$ cat config.mk
export PLATFORM = sky130hd
export DESIGN_NAME = dmem_ctrl_flat
export DESIGN_NICKNAME = d
export VERILOG_FILES = /design/src/rtl/dmem_ctrl_if.sv /design/src/rtl/dmem_ctrl.sv /design/src/flat_wrapper.sv
export SDC_FILE = /design/constraint.sdc
export NUM_CORES = 1
export LEC_CHECK = 0
export BUFFER_PORTS_ARGS = -buffer_cell sky130_fd_sc_hd__buf_2
export CAP_MARGIN = 5
export CORE_MARGIN = 2
export CORE_UTILIZATION = 30
export DETAILED_ROUTE_END_ITERATION = 12
export PLACE_DENSITY = 0.61
export SLEW_MARGIN = 20
export SYNTH_ARGS = -nofsm -noshare
export SYNTH_HDL_FRONTEND = slang
export SYNTH_SLANG_ARGS = --single-unit
$ cat constraint.sdc
create_clock -name clk -period 4.7 [get_ports clk]
set_input_delay 1.175 -clock clk [delete_from_list [all_inputs] [get_ports clk]]
set_output_delay 1.175 -clock clk [all_outputs]
set_load 0.01 [all_outputs]
$ cat src/rtl/dmem_ctrl_if.sv
// Pipeline-side and memory-side signals of the data-memory controller.
// master = pipeline plus memory model, slave = dmem_ctrl.
interface dmem_ctrl_if;
  logic        req_read;
  logic        req_write;
  logic [31:0] addr;
  logic [31:0] wdata;
  logic [1:0]  size;
  logic        sign_ext;
  logic [31:0] read_data;
  logic        stall;
  logic        mem_req;
  logic        mem_we;
  logic [31:0] mem_addr;
  logic [3:0]  mem_be;
  logic [31:0] mem_wdata;
  logic        mem_ack;
  logic [31:0] mem_rdata;
  logic        misaligned;
  logic        timeout_err;

  modport master (
    output req_read, req_write, addr, wdata, size, sign_ext, mem_ack, mem_rdata,
    input  read_data, stall, mem_req, mem_we, mem_addr, mem_be, mem_wdata,
           misaligned, timeout_err
  );

  modport slave (
    input  req_read, req_write, addr, wdata, size, sign_ext, mem_ack, mem_rdata,
    output read_data, stall, mem_req, mem_we, mem_addr, mem_be, mem_wdata,
           misaligned, timeout_err
  );
endinterface

$ cat src/rtl/dmem_ctrl.sv
// Data-memory access controller for the MEM stage: lane steering, load
// extension, misalignment rejection and a bounded wait for the memory ack.
module dmem_ctrl #(
  parameter int TIMEOUT = 16
) (
  input  logic       clk,
  input  logic       rst,
  dmem_ctrl_if.slave bus
);

  localparam int CW = (TIMEOUT > 1) ? $clog2(TIMEOUT) : 1;
  // Counter value in the last WAIT cycle allowed before the access is aborted.
  localparam logic [CW-1:0] LAST = CW'(TIMEOUT - 1);

  typedef enum logic [1:0] {
    IDLE = 2'd0,
    WAIT = 2'd1,
    DONE = 2'd2
  } state_t;

  state_t        state_reg;
  state_t        state_next;
  logic [CW-1:0] cnt_reg;

  logic          req_valid;
  logic          req_bad;
  logic          accept;
  logic          reject;
  logic          stall_c;

  logic [3:0]    be_calc;
  logic [31:0]   wdata_calc;

  logic [1:0]    lane_reg;
  logic [1:0]    size_reg;
  logic          sign_reg;
  logic          load_reg;
  logic [31:0]   rdata_shift;
  logic [31:0]   load_val;

  logic          mem_req_reg;
  logic          mem_we_reg;
  logic [31:0]   mem_addr_reg;
  logic [3:0]    mem_be_reg;
  logic [31:0]   mem_wdata_reg;
  logic [31:0]   read_data_reg;
  logic          misaligned_reg;
  logic          timeout_err_reg;

  assign req_valid = bus.req_read | bus.req_write;
  assign req_bad   = (bus.size == 2'b11)
                   | ((bus.size == 2'b01) & bus.addr[0])
                   | ((bus.size == 2'b10) & (bus.addr[1:0] != 2'b00));
  assign accept    = (state_reg == IDLE) & req_valid & ~req_bad;
  assign reject    = (state_reg == IDLE) & req_valid & req_bad;

  // Per-lane enable and write data; illegal sizes never reach the registers.
  for (genvar gi = 0; gi < 4; gi++) begin : g_lane
    localparam logic [1:0] LANE = 2'(gi);
    assign be_calc[gi] = (bus.size == 2'b00) ? (bus.addr[1:0] == LANE) :
                         (bus.size == 2'b01) ? (bus.addr[1] == LANE[1]) : 1'b1;
    assign wdata_calc[8*gi +: 8] = (bus.size == 2'b00) ? bus.wdata[7:0] :
                                   (bus.size == 2'b01) ? bus.wdata[8*(gi%2) +: 8] :
                                                         bus.wdata[8*gi +: 8];
  end

  assign rdata_shift = bus.mem_rdata >> {lane_reg, 3'b000};

  always_comb begin
    load_val = rdata_shift;
    case (size_reg)
      2'b00:   load_val = {{24{sign_reg & rdata_shift[7]}}, rdata_shift[7:0]};
      2'b01:   load_val = {{16{sign_reg & rdata_shift[15]}}, rdata_shift[15:0]};
      default: load_val = rdata_shift;
    endcase
  end

  // State register
  always_ff @(posedge clk or posedge rst) begin
    if (rst) begin
      state_reg <= IDLE;
    end else begin
      state_reg <= state_next;
    end
  end

  // Next-state logic; an ack in the final WAIT cycle wins over the abort.
  always_comb begin
    state_next = state_reg;
    case (state_reg)
      IDLE: begin
        if (accept) begin
          state_next = WAIT;
        end
      end
      WAIT: begin
        if (bus.mem_ack || (cnt_reg == LAST)) begin
          state_next = DONE;
        end
      end
      default: state_next = IDLE;
    endcase
  end

  // Output logic: stall is raised in the accept cycle itself and held in WAIT.
  always_comb begin
    stall_c = 1'b0;
    case (state_reg)
      IDLE:    stall_c = accept;
      WAIT:    stall_c = 1'b1;
      default: stall_c = 1'b0;
    endcase
  end

  always_ff @(posedge clk or posedge rst) begin
    if (rst) begin
      cnt_reg         <= '0;
      mem_req_reg     <= 1'b0;
      mem_we_reg      <= 1'b0;
      mem_addr_reg    <= '0;
      mem_be_reg      <= '0;
      mem_wdata_reg   <= '0;
      read_data_reg   <= '0;
      misaligned_reg  <= 1'b0;
      timeout_err_reg <= 1'b0;
      lane_reg        <= '0;
      size_reg        <= '0;
      sign_reg        <= 1'b0;
      load_reg        <= 1'b0;
    end else begin
      misaligned_reg <= reject;
      case (state_reg)
        IDLE: begin
          if (accept) begin
            mem_req_reg   <= 1'b1;
            mem_we_reg    <= bus.req_write;
            mem_addr_reg  <= {bus.addr[31:2], 2'b00};
            mem_be_reg    <= be_calc;
            mem_wdata_reg <= wdata_calc;
            lane_reg      <= bus.addr[1:0];
            size_reg      <= bus.size;
            sign_reg      <= bus.sign_ext;
            load_reg      <= ~bus.req_write;
            cnt_reg       <= '0;
          end else if (reject) begin
            read_data_reg <= '0;
          end
        end
        WAIT: begin
          if (bus.mem_ack) begin
            mem_req_reg <= 1'b0;
            if (load_reg) begin
              read_data_reg <= load_val;
            end
          end else if (cnt_reg == LAST) begin
            mem_req_reg     <= 1'b0;
            timeout_err_reg <= 1'b1;
            read_data_reg   <= '0;
          end else begin
            cnt_reg <= cnt_reg + 1'b1;
          end
        end
        default: ;
      endcase
    end
  end

  assign bus.stall       = stall_c;
  assign bus.mem_req     = mem_req_reg;
  assign bus.mem_we      = mem_we_reg;
  assign bus.mem_addr    = mem_addr_reg;
  assign bus.mem_be      = mem_be_reg;
  assign bus.mem_wdata   = mem_wdata_reg;
  assign bus.read_data   = read_data_reg;
  assign bus.misaligned  = misaligned_reg;
  assign bus.timeout_err = timeout_err_reg;

endmodule

$ cat src/flat_wrapper.sv
// flat-port wrapper written by rule: the top's interface ports become plain ports
module dmem_ctrl_flat 
#(
  parameter int TIMEOUT = 16
)
  (clk, rst, bus_req_read, bus_req_write, bus_addr, bus_wdata, bus_size, bus_sign_ext, bus_mem_ack, bus_mem_rdata, bus_read_data, bus_stall, bus_mem_req, bus_mem_we, bus_mem_addr, bus_mem_be, bus_mem_wdata, bus_misaligned, bus_timeout_err);
  dmem_ctrl_if bus_i ();
  input  logic clk;
  input  logic rst;
  input wire logic [$bits(bus_i.req_read)-1:0] bus_req_read;
  input wire logic [$bits(bus_i.req_write)-1:0] bus_req_write;
  input wire logic [$bits(bus_i.addr)-1:0] bus_addr;
  input wire logic [$bits(bus_i.wdata)-1:0] bus_wdata;
  input wire logic [$bits(bus_i.size)-1:0] bus_size;
  input wire logic [$bits(bus_i.sign_ext)-1:0] bus_sign_ext;
  input wire logic [$bits(bus_i.mem_ack)-1:0] bus_mem_ack;
  input wire logic [$bits(bus_i.mem_rdata)-1:0] bus_mem_rdata;
  output wire logic [$bits(bus_i.read_data)-1:0] bus_read_data;
  output wire logic [$bits(bus_i.stall)-1:0] bus_stall;
  output wire logic [$bits(bus_i.mem_req)-1:0] bus_mem_req;
  output wire logic [$bits(bus_i.mem_we)-1:0] bus_mem_we;
  output wire logic [$bits(bus_i.mem_addr)-1:0] bus_mem_addr;
  output wire logic [$bits(bus_i.mem_be)-1:0] bus_mem_be;
  output wire logic [$bits(bus_i.mem_wdata)-1:0] bus_mem_wdata;
  output wire logic [$bits(bus_i.misaligned)-1:0] bus_misaligned;
  output wire logic [$bits(bus_i.timeout_err)-1:0] bus_timeout_err;
  assign bus_i.req_read = bus_req_read;
  assign bus_i.req_write = bus_req_write;
  assign bus_i.addr = bus_addr;
  assign bus_i.wdata = bus_wdata;
  assign bus_i.size = bus_size;
  assign bus_i.sign_ext = bus_sign_ext;
  assign bus_i.mem_ack = bus_mem_ack;
  assign bus_i.mem_rdata = bus_mem_rdata;
  assign bus_read_data = bus_i.read_data;
  assign bus_stall = bus_i.stall;
  assign bus_mem_req = bus_i.mem_req;
  assign bus_mem_we = bus_i.mem_we;
  assign bus_mem_addr = bus_i.mem_addr;
  assign bus_mem_be = bus_i.mem_be;
  assign bus_mem_wdata = bus_i.mem_wdata;
  assign bus_misaligned = bus_i.misaligned;
  assign bus_timeout_err = bus_i.timeout_err;
  dmem_ctrl #(.TIMEOUT(TIMEOUT)) u_core (.clk(clk), .rst(rst), .bus(bus_i));
endmodule
---- After elaboration in Yosys (flattened, before gate mapping) ----
Index checks and enable logic that the tools add are counted.
Widths: inputs -> output; s select.
storage, ports and cells
  output and inout bits ................... 105
  input port bits ......................... 104
  logic and storage cells ................. 90
  bits in registers ....................... 114
cells by class
  bitwise operators ....................... 14
  shift operators ......................... 1
  reduce and logical (&&, ||, !) cells .... 13
  add/sub/neg operators ................... 1
  multiplexer cells ....................... 30
  equal/unequal tests ..................... 17
operator list
  cell                 number
  $mux 32              5
  $pmux 32 s2          2
  $mux 8               5
  $shr 32x5->32        1
  $mux 4               3
  $mux 1               9
  $eq 2x1->1 const B   4
  $eq 2x2->1 const B   4
  $logic_not 2->1      4
  $pmux 4 s2           1
  $and 1x1->1          7
  $ne 2x1->1 const B   3
  $ne 2x2->1 const B   3
  $ne 3x2->1 const B   2
  $reduce_and 3->1     2
  $reduce_and 5->1     1
  $add 4x1->4 const B  1
  $eq 4x4->1 const B   1
  $mux 2               2
  $not 1->1            4
  $pmux 1 s2           2
  $pmux 2 s2           1
  $reduce_and 2->1     2
  $reduce_and 4->1     1
  other kinds (3)      6

---- Depth between registers and ports, before layout ----
  depth in word-level cells ............... 8
  mapped depth ............................ 7
  mapped depth without buffers ............ 5

---- Worst setup path after synthesis ----
No wires, ideal clock.
  path kind ............................... input to output
  from .................................... input bus_addr[0]
  to ...................................... output bus_stall
  arrival ................................. 2321 ps
  slack ................................... 1204 ps
  path buffers ............................ 3
  stages .................................. 6
  path through ............................ buf_2 a21oi_1 o221ai_2 buf_2 buf_2 nand2_1
on the way
  word-level cells in the longest chain between the ends .. 6
  elaborated cells between the ends (all ways) .. 8
  those cells by class .................... mux: 1; bitwise: 6; reduce/logical: 1
RTL lines
  item                                              RTL line                          RTL
  start, declared                                   flat_wrapper.sv:12                input wire logic [$bits(bus_i.addr)-1:0] bus_addr;
  $and 1x1->1 or $reduce_bool 2->1 (tied branches)  dmem_ctrl.sv:52, dmem_ctrl.sv:53
  $or 1x1->1 or $and 1x1->1 (tied branches)         dmem_ctrl.sv:52, dmem_ctrl.sv:53
  $or 1x1->1 (*)                                    dmem_ctrl.sv:53                   | ((bus.size == 2'b10) & (bus.addr[1:0] != 2'b00));
  $not 1->1 (*)                                     dmem_ctrl.sv:54                   assign accept = (state_reg == IDLE) & req_valid & ~req_bad;
  $and 1x1->1 (*)                                   dmem_ctrl.sv:54
  $pmux 1 s2 (*)                                    dmem_ctrl.sv:108                  case (state_reg)
  end, declared                                     flat_wrapper.sv:19                output wire logic [$bits(bus_i.stall)-1:0] bus_stall;
Every way passes the cells marked *; elsewhere a longest branch is shown, timed or not.

---- Final worst setup path ----
  from .................................... input bus_size[0]
  to ...................................... output bus_stall
on the way
  word-level cells in the longest chain between the ends .. 7
  elaborated cells between the ends (all ways) .. 10
  those cells by class .................... eq/ne: 3; mux: 1; bitwise: 6
RTL lines
  item             RTL line            RTL
  start, declared  flat_wrapper.sv:14  input wire logic [$bits(bus_i.size)-1:0] bus_size;
  $eq 2x1->1       dmem_ctrl.sv:52     | ((bus.size == 2'b01) & bus.addr[0])
  $and 1x1->1      dmem_ctrl.sv:52
  $or 1x1->1       dmem_ctrl.sv:52
  $or 1x1->1 (*)   dmem_ctrl.sv:53
  $not 1->1 (*)    dmem_ctrl.sv:54
  $and 1x1->1 (*)  dmem_ctrl.sv:54
  $pmux 1 s2 (*)   dmem_ctrl.sv:108
Marked as above.

==> metrics <==
dpl cells between 800 and 900; vias per cell 4.84; clock latency at the later pin of the worst-skew pair 0.41 ns; GPL Wtd Cong 0.777; Die X between 100 and 150 µm; Longest Clk Path Bufs 2; Max H-tree Level 4; Final Max Slew Viols 0; remaining antenna violation count 0; Post-CTS Setup Inserts 0; largest net degree at the start of global routing 100; Fin Setup TNS 0 ns; Worst setup SP type input pin; Final Hold Viols 0; Max Clock Freq roughly 0.29 GHz; Iteration-0 DRC Markers ~150; Routed WL per cell 16.4 µm; crit-path max FO 16; slew margin rel. a little under a third; Net Switching 1.46 mW; CTS resizes 0; synthesized area per cell 11.4 µm²; Critical Path AT ~2.2 ns; Yosys cell types between 40 and 50; Top Family by Delay on Critical Path simple AND/OR/NAND/NOR gates; CTS tree yes; DR top layer met5; Leak Pwr 3.61 nW; Int Pwr between 2 and 3 mW; most numerous cell in the Yosys netlist dfrtp_1; Reg2Reg Setup Slack roughly 2.2 ns; Hold-fix buffers, CTS 0; total gr overflow 0; Fillers 1776; RR Startpoint u_core.lane_reg[1]$_DFFE_PP0P_; worst clock skew between 0.006 and 0.007 ns; run status complete, no violations; Least-Margin Pin Slew slightly above 1 ns; design area ~0.0073 mm²; pre-CTS setup slack roughly 1.2 ns; WP data required around 3.5 ns; clock share of power 32.0%; max_cap viols 0; number of synthesized flops with an enable pin 0; GRT Util Overall approximately 16%; Initial Util just over 30%; Max stage delay cell, worst path nor3_2; RSZ-0062 raised after global routing false; Cell Area, Placed around 0.0067 mm²; P&R area growth vs syn 33.8%; cell taking the most area after synthesis dfrtp_1; min-delay src u_core.bus.timeout_err$_DFFE_PP0P_; Synth Cell Area approximately 0.0055 mm²; DP HPWL ~11 mm; post-route minimum period between 3 and 4 ns; TritonCTS Sinks ~110; buffer and inverter count on the worst path 2; crit path from bus_size[0]; core footprint approximately 0.018 mm²; root buf cell clkbuf_16; num rows 49; Total Wirelength about 15 mm; Top FF cell, synth dfrtp_1; n_diodes 0; met2 WL 6.90 mm; Synth top area share a little over half; IO buf count ~210; total CTS buffers 17; vias in the first global route ~4500; Die Ht ~140 µm; endpoints failing setup 0; Die Area 0.0193 mm²; post-synthesis sequential area ratio around 52%; register area ~0.0029 mm²; WL met3 about 1.3 mm; Sw Ratio roughly a third; first drt pass iteration count 5; worst setup margin approximately 1.3 ns; fin crit share between 70% and 80%; Setup CP Type input pin to primary output; crit-path max cell delay between 0.4 and 0.5 ns; synthesized flop and latch total 114; ys async rst share 100%; footprint of the multi-input gates between 0.002 and 0.0025 mm²; crit-path cells buf_2 > nor3_2 > o221ai_4 > nand2_1 > buf_2; Post-synth top cells dfrtp_1, nand2_1, mux2_2; I/O pin count between 200 and 250; ranking of synthesized cells by area dfrtp_1, mux2_2, mux2i_1, o21ai_0, nand2_1; CP Capture Type primary output; DRC violations left 0; initial antenna violation count 1; vias roughly 4400; Hold Path Class flip-flop to flip-flop; first-pass GRT wire length 24.1 mm; Nets slightly below 800; CTS clk-pin slew, worst paths 0.05 ns; final non-filler cell total a little over 900; DRT met1 WL between 6 and 7 mm; Syn Inst Count 477; Yosys warning count 0; pwr/cell area slightly above 600 mW/mm²; Combinational Power Share 32.4%; Peak VDD IR approximately 0.29 mV; CP most frequent cell buf_2; share of post-route cells with drive strength above 1 between 40% and 50%; Seq pwr share about 36%
## area by class of cell
cell class              count  share of cell area (%)
flip-flops and latches    114                    39.0
repair buffers            211                    14.6
inverters                  11                   0.599
clock buffers              22                    6.35
multi-input cells         322                    33.0
well taps                 229                    3.92
clock inverters            10                    2.45
## path summary, 6_finish.rpt
check / end / cells after the start
min: u_core.bus.timeout_err$_DFFE_PP0P_ / 1
min reg2reg: u_core.bus.timeout_err$_DFFE_PP0P_ / 1
max reg2reg: u_core.bus.read_data[17]$_DFFE_PP0P_ / 4
max: bus_stall / 5
min in group asynchronous: u_core.bus.read_data[25]$_DFFE_PP0P_ / 2
max in group asynchronous: u_core.bus.read_data[20]$_DFFE_PP0P_ / 3
## per-stage QoR
step | utilization [%] | hold WS (ns) | power, mW
after floorplan | - | 0.450 | 2.48
after global placement | 37.2 | 0.449 | 3.03
after global routing | 40.8 | 0.485 | 4.72
after CTS | 40.8 | 0.460 | 4.50
after detailed placement | 37.2 | 0.447 | 3.05
final | 40.8 | 0.457 | 4.44
## cells in the final DEF, fill, tap and decap left out, types with 3 or more instances in the layout
cell and instances:
a21oi_1 10, a22o_1 16, a2bb2oi_1 7, buf_2 206, buf_4 5, bufinv_16 5, clkbuf_1 3, clkbuf_16 17
clkinv_2 4, dfrtp_1 114, inv_1 10, mux2_2 53, mux2i_1 48, nand2_1 57, nand2b_1 3, nand3_1 7
nor2_1 20, o211ai_1 7, o21ai_0 48, o32a_1 8, xnor2_1 3
## logic make-up (layout without fill, tap and decap cells)
family	Yosys count	in the layout	synth area share, %
flops	114	114	52.2
compound gates	108	108	13.5
simple gates	104	104	9.12
mux	103	103	20.3
buf+inv	42	254	3.87
xor+xnor	4	4	0.642
fa+ha+maj	1	1	0.229
other cells	1	2	0.0687
## power by group through the flow
stage / clock [mW] / combinational (mW) / sequential (mW)
5_1_grt: 1.50 / 1.58 / 1.64
3_3_place_gp: 0 / 1.44 / 1.59
4_1_cts: 1.46 / 1.46 / 1.59
2_1_floorplan: 0 / 0.787 / 1.69
3_5_place_dp: 0 / 1.46 / 1.59
6_report: 1.42 / 1.44 / 1.58
## layer usage
| metal | GRT usage [%] | vias up |
|---|---|---|
| li1 | - | 2115 |
| met1 | 20.6 | 2135 |
| met2 | 24.5 | 179 |
| met3 | 5.66 | 17 |
| met4 | 5.10 | 2 |
| met5 | 0 | - |
Note: power is estimated with default switching activity, not from simulation.
